**src/rtl/tl45_register_read_fwdn.sv**
```systemverilog
// tl45 register-read stage with prioritised operand forwarding and load-use hazard handling.
//
// Ports:
//   i_clk, i_reset            clock, synchronous active-high reset
//   i_pipe_stall/o_pipe_stall downstream stall in; stall out (downstream stall OR hazard)
//   i_pipe_flush/o_pipe_flush flush request, passed straight through
//   i_valid, i_opcode, i_ri, i_dr, i_sr1, i_sr2, i_imm32, i_pc, i_decode_err  decoded instruction
//   o_dprf_read_a1/a2         DPRF read addresses (combinational copies of i_sr1/i_sr2)
//   i_dprf_d1/d2              DPRF read data
//   i_fwd_reg/data/valid/pending  forwarding buses; bus 0 is the youngest producer
//   o_valid .. o_decode_err   registered stage buffer feeding the ALU
//   o_hazard                  combinational load-use hazard
//   o_hazard_count            saturating count of hazard stall cycles
module tl45_register_read_fwdn #(
    parameter int unsigned XLEN          = 32,
    parameter int unsigned RAW           = 4,
    parameter int unsigned NUM_FWD       = 2,
    parameter logic [4:0]  BRANCH_OPCODE = 5'h0C
) (
    input  logic                    i_clk,
    input  logic                    i_reset,
    input  logic                    i_pipe_stall,
    output logic                    o_pipe_stall,
    input  logic                    i_pipe_flush,
    output logic                    o_pipe_flush,
    input  logic                    i_valid,
    input  logic [4:0]              i_opcode,
    input  logic                    i_ri,
    input  logic [RAW-1:0]          i_dr,
    input  logic [RAW-1:0]          i_sr1,
    input  logic [RAW-1:0]          i_sr2,
    input  logic [XLEN-1:0]         i_imm32,
    input  logic [XLEN-1:0]         i_pc,
    input  logic                    i_decode_err,
    output logic [RAW-1:0]          o_dprf_read_a1,
    output logic [RAW-1:0]          o_dprf_read_a2,
    input  logic [XLEN-1:0]         i_dprf_d1,
    input  logic [XLEN-1:0]         i_dprf_d2,
    input  logic [NUM_FWD*RAW-1:0]  i_fwd_reg,
    input  logic [NUM_FWD*XLEN-1:0] i_fwd_data,
    input  logic [NUM_FWD-1:0]      i_fwd_valid,
    input  logic [NUM_FWD-1:0]      i_fwd_pending,
    output logic                    o_valid,
    output logic [4:0]              o_opcode,
    output logic [RAW-1:0]          o_dr,
    output logic [RAW-1:0]          o_jmp_cond,
    output logic [XLEN-1:0]         o_sr1_val,
    output logic [XLEN-1:0]         o_sr2_val,
    output logic [XLEN-1:0]         o_target_address_offset,
    output logic [XLEN-1:0]         o_pc,
    output logic                    o_decode_err,
    output logic                    o_hazard,
    output logic [31:0]             o_hazard_count
);

    logic            w_need1, w_need2, w_hazard;
    logic [XLEN-1:0] w_sr1_val, w_sr2_val;

    logic            r_valid, r_decode_err;
    logic [4:0]      r_opcode;
    logic [RAW-1:0]  r_dr, r_jmp_cond;
    logic [XLEN-1:0] r_sr1_val, r_sr2_val, r_offset, r_pc;
    logic [31:0]     r_hazard_count;

    // Walk from lowest to highest priority so the youngest matching bus wins, including
    // its pending flag: an older ready value never hides a younger pending producer.
    always_comb begin
        w_need1   = 1'b0;
        w_need2   = 1'b0;
        w_sr1_val = i_dprf_d1;
        w_sr2_val = i_dprf_d2;
        for (int k = NUM_FWD - 1; k >= 0; k--) begin
            if (i_fwd_valid[k] && (i_fwd_reg[k*RAW +: RAW] == i_sr1) && (i_sr1 != '0)) begin
                w_need1   = i_fwd_pending[k];
                w_sr1_val = i_fwd_data[k*XLEN +: XLEN];
            end
            if (i_fwd_valid[k] && (i_fwd_reg[k*RAW +: RAW] == i_sr2) && (i_sr2 != '0)) begin
                w_need2   = i_fwd_pending[k];
                w_sr2_val = i_fwd_data[k*XLEN +: XLEN];
            end
        end
        if (i_ri) begin
            w_need2   = 1'b0;
            w_sr2_val = i_imm32;
        end
    end

    assign w_hazard       = i_valid & ~i_decode_err & (w_need1 | w_need2);
    assign o_hazard       = w_hazard;
    assign o_pipe_stall   = i_pipe_stall | w_hazard;
    assign o_pipe_flush   = i_pipe_flush;
    assign o_dprf_read_a1 = i_sr1;
    assign o_dprf_read_a2 = i_sr2;

    always_ff @(posedge i_clk) begin
        if (i_reset || i_pipe_flush || i_decode_err) begin
            r_valid      <= 1'b0;
            r_opcode     <= '0;
            r_dr         <= '0;
            r_jmp_cond   <= '0;
            r_sr1_val    <= '0;
            r_sr2_val    <= '0;
            r_offset     <= '0;
            r_pc         <= '0;
            // Flush outranks decode error, so only an unflushed error is recorded.
            r_decode_err <= ~i_reset & ~i_pipe_flush & i_decode_err;
        end else if (i_pipe_stall) begin
            // hold
        end else if (w_hazard) begin
            // Bubble; PC and offset are left as they were.
            r_valid      <= 1'b0;
            r_opcode     <= '0;
            r_dr         <= '0;
            r_jmp_cond   <= '0;
            r_sr1_val    <= '0;
            r_sr2_val    <= '0;
            r_decode_err <= 1'b0;
        end else begin
            r_valid      <= i_valid;
            r_opcode     <= i_opcode;
            r_pc         <= i_pc;
            r_offset     <= i_imm32;
            r_sr1_val    <= w_sr1_val;
            r_sr2_val    <= w_sr2_val;
            r_decode_err <= 1'b0;
            if (i_opcode == BRANCH_OPCODE) begin
                r_dr       <= '0;
                r_jmp_cond <= i_dr;
            end else begin
                r_dr       <= i_dr;
                r_jmp_cond <= '0;
            end
        end
    end

    always_ff @(posedge i_clk) begin
        if (i_reset) begin
            r_hazard_count <= '0;
        end else if (w_hazard && !i_pipe_flush && (r_hazard_count != 32'hFFFF_FFFF)) begin
            r_hazard_count <= r_hazard_count + 32'd1;
        end
    end

    assign o_valid                 = r_valid;
    assign o_opcode                = r_opcode;
    assign o_dr                    = r_dr;
    assign o_jmp_cond              = r_jmp_cond;
    assign o_sr1_val               = r_sr1_val;
    assign o_sr2_val               = r_sr2_val;
    assign o_target_address_offset = r_offset;
    assign o_pc                    = r_pc;
    assign o_decode_err            = r_decode_err;
    assign o_hazard_count          = r_hazard_count;

endmodule

```
**config.mk**
```make
export PLATFORM = sky130hd
export DESIGN_NAME = tl45_register_read_fwdn
export DESIGN_NICKNAME = d
export VERILOG_FILES = /design/src/rtl/tl45_register_read_fwdn.sv
export SDC_FILE = /design/constraint.sdc
export NUM_CORES = 1
export LEC_CHECK = 0
export ABC_AREA = 1
export BUFFER_PORTS_ARGS = -buffer_cell sky130_fd_sc_hd__buf_2
export CAP_MARGIN = 10
export CORE_AREA = 2 2 162 164
export DETAILED_ROUTE_END_ITERATION = 10
export DIE_AREA = 0 0 164 166
export PLACE_DENSITY = 0.6
export SLEW_MARGIN = 20
export SYNTH_ARGS = -nofsm -noshare
export SYNTH_HDL_FRONTEND = slang
export SYNTH_SLANG_ARGS = --single-unit
```
**constraint.sdc**
```tcl
create_clock -name i_clk -period 4.49 [get_ports i_clk]
set_clock_uncertainty 0.15 [all_clocks]
set_input_delay 0 -clock i_clk [delete_from_list [all_inputs] [get_ports i_clk]]
set_output_delay 0 -clock i_clk [all_outputs]
set_load 0.03 [all_outputs]
```
---- Yosys cells after proc, flatten, opt, wreduce, memory -nomap -nowiden ----
Cells that the tools add are included.
operators by class
  $add $sub $neg .......................... 1
  multipliers ............................. 0
  divide/modulo/power cells ............... 0
  $lt $le $gt $ge ......................... 0
  eq/ne operators ......................... 7
  shift operators ......................... 0
  mux-type cells .......................... 20
  bitwise operators ....................... 11
  reductions and logical operators ........ 16
operators by type and width
  operator                                                               number
  32-bit two-way mux                                                     7
  32-bit by 1-bit adder with 32-bit output, second input constant        1
  32-bit != test, second input constant                                  1
  4-bit equality test                                                    4
  4-bit two-way mux                                                      4
  1-bit logical AND                                                      10
  1-bit two-way mux                                                      8
  4-bit nonzero test                                                     2
  5-bit by 4-bit equality test with 1-bit output, second input constant  1
  5-bit two-way mux                                                      1
  1-bit inverter                                                         5
  1-bit bitwise AND                                                      4
  1-bit logical OR                                                       2
  2-bit by 1-bit != test with 1-bit output, second input constant        1
  1-bit OR                                                               2
  2-bit AND reduction                                                    1
  1-bit zero test                                                        1
word-level totals
  bits in registers ....................... 175
  bits in latches ......................... 0
  bits in writable memories ............... 0
  ROM bits ................................ 0
  word-level logic and storage cells ...... 65
  memories ................................ 0

---- Depth between registers and ports, before layout ----
  depth after elaboration ................. 10
  mapped depth ............................ 15
  gate-level depth less buffers ........... 14

---- Worst setup path before layout ----
No wires, ideal clock.
  path kind ............................... register -> register
  start point ............................. register r_hazard_count[1], in the netlist o_hazard_count[1]
  end point ............................... register r_hazard_count[18], in the netlist o_hazard_count[18]
  arrival time ............................ 1.959 ns
  path slack .............................. 2.267 ns
  stages on the path, launching flop included .. 14
  buffers on the path ..................... 1
  period minus slack after synthesis ...... 2.223 ns
  cells stage by stage .................... dfxtp_1 ha_1 nand2_1 nor2_2 nand3_1 nor2_2 nand3_2 buf_2 nand2_1 inv_1 nand4_1 nand2_1 inv_1 nor2_1
on the way
  word-level cells in the longest chain between the ends .. 2
  elaborated cells on any way between the ends .. 3
ends and longest elaborated chain
  element                                                                                           line  source
  from (decl)                                                                                       63    logic [31:0] r_hazard_count;
  from (signal assigned)                                                                            140   r_hazard_count <= r_hazard_count + 32'd1;
  parallel branches: the longest is 2 deep, another holds 32-bit by 1-bit adder with 32-bit output  -
Several ways; the timed one is not identified.
A chain may end at the register's enable or synchronous reset.

---- Worst setup path after layout ----
  start point ............................. input port i_reset
  end point ............................... register r_sr1_val[3], in the netlist o_sr1_val[3]
on the way
  word-level cells in the longest chain between the ends .. 2
ends and longest elaborated chain
  element                        line  source
  from (decl)                    21    input logic i_reset,
  1-bit logical OR (2 in a row)  96    if (i_reset || i_pipe_flush || i_decode_err) begin
  to (signal assigned)           123   r_sr1_val <= w_sr1_val;
  to (decl)                      62    logic [XLEN-1:0] r_sr1_val, r_sr2_val, r_offset, r_pc;
No other way between the ends.

==> out/summary.txt <==
Synth warn = 0
List of most frequent post-synthesis cells = nand2_1, nor2_1, dfxtp_1
CP top delay family = buffers and inverters
Worst-skew pair later-pin latency = 0.43 ns
Fraction of registers with async set/reset = 0%
Crit share post-route = 69.8%
Setup TNS = 0 ns
Min Tclk post-route = 3.13 ns
Primary FF master, synth = dfxtp_1
Area of the core = 25600 µm²
Fmax = 0.319 GHz
Ant. Diodes = 0
Hold bufs inserted after CTS = 186
Most common cell in the synthesized netlist = nand2_1
Synth Area per Inst = 6.39 µm²
Routability Congestion = 0.980
Hold Crit Class = in -> reg
Routed Antenna Nets = 0
Crit Path Class = in -> reg
Post-DR wirelength/cell = 16.3 µm
# setup viols final = 0
CP max stage cell = nor2_4
CTS root buf = clkbuf_16
Largest net degree at the start of global routing = 67
Area share of fa/ha/maj cells after synthesis = 0.139%
# DRC = 0
Clock Pin Slew Worst Setup and Hold Paths = 0.08 ns
Post-Synth Simple-Gate Area = 36.4%
Die height = 166 µm
Post-CTS Setup Bufs = 0
Fin. Hold Viols = 0
XOR/XNOR share of the synthesized area = 0.291%
Synth unique cells = 38
WP buf/inv = 5
Crit path DAT = 3.33 ns
Initial core utilization = 35.2%
Crit start category = primary input
Static Leak = 6.95 nW
Final Max Slew Viols = 0
Sequential area share after synthesis = 38.9%
Detailed-route via count = 11300
Cts bufs inserted = 17
Detail Placement HPWL = 27700 µm
Mapped Area = 9030 µm²
Synth top area share = 38.6%
Initial antenna violation count = 0
Mapped Nets = 1641
Data required time of the worst path = 4.69 ns
Grt ovf = 0
Die Wd = 164 µm
# clock sinks = 175
Outcome = completed
Power density cells = 298 nW/µm²
Combinational family with the most area after synthesis = simple AND/OR/NAND/NOR gates
Tightest Pin Transition = 1.03 ns
# port buffers = 413
Total track usage = 26.8%
Vias in the first global route = 10700
Worst vdd ir = 0.000208 V
Area Overhead vs Synth = 52.1%
Synth Area in Compound Gates = 14.1%
First-pass GRT wire length = 56900 µm
CTS Buffer Depth = 2
Layout cells sized above 1 = 24.4%
I/O Pins = 414
PostCTS Resize Cnt = 0
Row cnt = 59
Tot Pwr = 4.09 mW
Max FO, Critical Path = 66
Die ar. = 27200 µm²
Worst setup EP type = flip-flop
Final wirelength = 37500 µm
Via/cell ratio = 4.92
H-tree levels = 4
Synth area leaders = dfxtp_1, nand2_1, nor2_1, o21ai_0, nand3_1
CTS tree = yes
Number of max-cap violations = 0
Final nets = 2178
RSZ-0062 raised after global routing = no
Starting DRC count in detailed routing = 709
Slew HR = 31.2%
Largest area contributor in the netlist = dfxtp_1
Mux contribution to synthesized area = 0%
First drt pass iteration count = 5
Synth Register Bits = 175
Worst path cell trace = dlygate4sd3_1, buf_2, nor3_2, buf_4, inv_1, nor2_4, inv_2, o21ai_0
CP peak stage delay = 0.85 ns
Post-synth EDFFs = 1
Cells after Synth = 1412
final timing paths:
kind	from	endpoint	slack, ns	cells past startpoint
hold reg to reg	o_sr2_val[31]	o_sr2_val[31]	0.30	2
setup / recovery	i_reset	o_sr1_val[3]	1.36	8
hold / removal	i_dprf_d2[27]	o_sr2_val[27]	0.003	7
setup reg to reg	o_hazard_count[1]	o_hazard_count[15]	1.95	13
final cells by class:
class,count,area (µm²)
Inverter,122,460
Multi-Input combinational cell,1022,4620
Sequential cell,175,3510
Clock inverter,15,274
Timing Repair Buffer,611,4020
Tap cell,335,419
Fill cell,2575,11900
Clock buffer,17,425
stage by stage:
stage	instances	hold slack, ns	worst slack (ns)	instance area [µm²]	util (%)
floorplan	1412	-0.0469	2.27	9030	-
global placement	2079	0.0602	1.11	11200	43.6
detailed placement	2079	0.0588	1.01	11200	43.6
CTS	2297	0.00587	1.33	13700	53.6
global route	2297	0.0449	1.10	13700	53.6
finish	2297	0.00306	1.36	13700	53.6
metal layers:
| metal | vias up | routed length (µm) | GRT usage, % |
|---|---|---|---|
| met5 | - | 0 | 0 |
| met4 | 0 | 1970 | 13.4 |
| met3 | 100 | 2440 | 5.12 |
| met2 | 492 | 17400 | 44.2 |
| met1 | 5073 | 15600 | 33.1 |
| li1 | 5644 | - | - |
worst reg2reg max path, cell delays in order (launching register included):
cell,delay [ns]
dfxtp_1,0.38
ha_1,0.20
nand2_1,0.12
nor2_2,0.21
nand3_1,0.18
nor2_2,0.19
nand3_2,0.34
nand2_1,0.27
nor2_1,0.08
nand2_1,0.06
nor2_1,0.05
nand2_1,0.07
nand2_1,0.04
nor2_1,0.12
power by group:
part           internal [mW]  switching, mW
clock                   1.07          0.717
sequential              1.58         0.0163
combinational          0.308          0.401
cell usage in the layout (no fill, tap or decap), types with 7 or more instances in the layout:
| cell | netlist | routed |
|---|---|---|
| dfxtp_1 | 174 | 174 |
| o21ai_0 | 139 | 139 |
| buf_4 | 11 | 12 |
| nor2_1 | 227 | 224 |
| nand4_1 | 52 | 52 |
| nor3_1 | 10 | 9 |
| inv_1 | 117 | 117 |
| buf_2 | 20 | 413 |
| dlygate4sd3_1 | 0 | 186 |
| nand3_1 | 106 | 105 |
| a211oi_1 | 7 | 7 |
| nand2_1 | 366 | 365 |
| o21ai_1 | 55 | 55 |
| clkbuf_16 | 0 | 17 |
| o211ai_1 | 14 | 14 |
| a21oi_1 | 7 | 7 |
sequential cells by signal, indices dropped and copies added (netlist names):
| name | flops |
|---|---|
| o_decode_err | 1 |
| o_sr1_val | 32 |
| o_valid | 1 |
| o_jmp_cond | 4 |
| o_hazard_count | 32 |
| o_sr2_val | 32 |
| o_pc | 32 |
| o_dr | 4 |
| o_target_address_offset | 32 |
| o_opcode | 5 |
logic make-up after synthesis:
logic type,Yosys count
xor gates and xnor gates,3
buffers and inverters,215
DFF,175
AOI/OAI and AO/OA,238
and+or+nand+nor,780
adders and majority gates,1
Note: power is estimated with default switching activity, not from simulation.
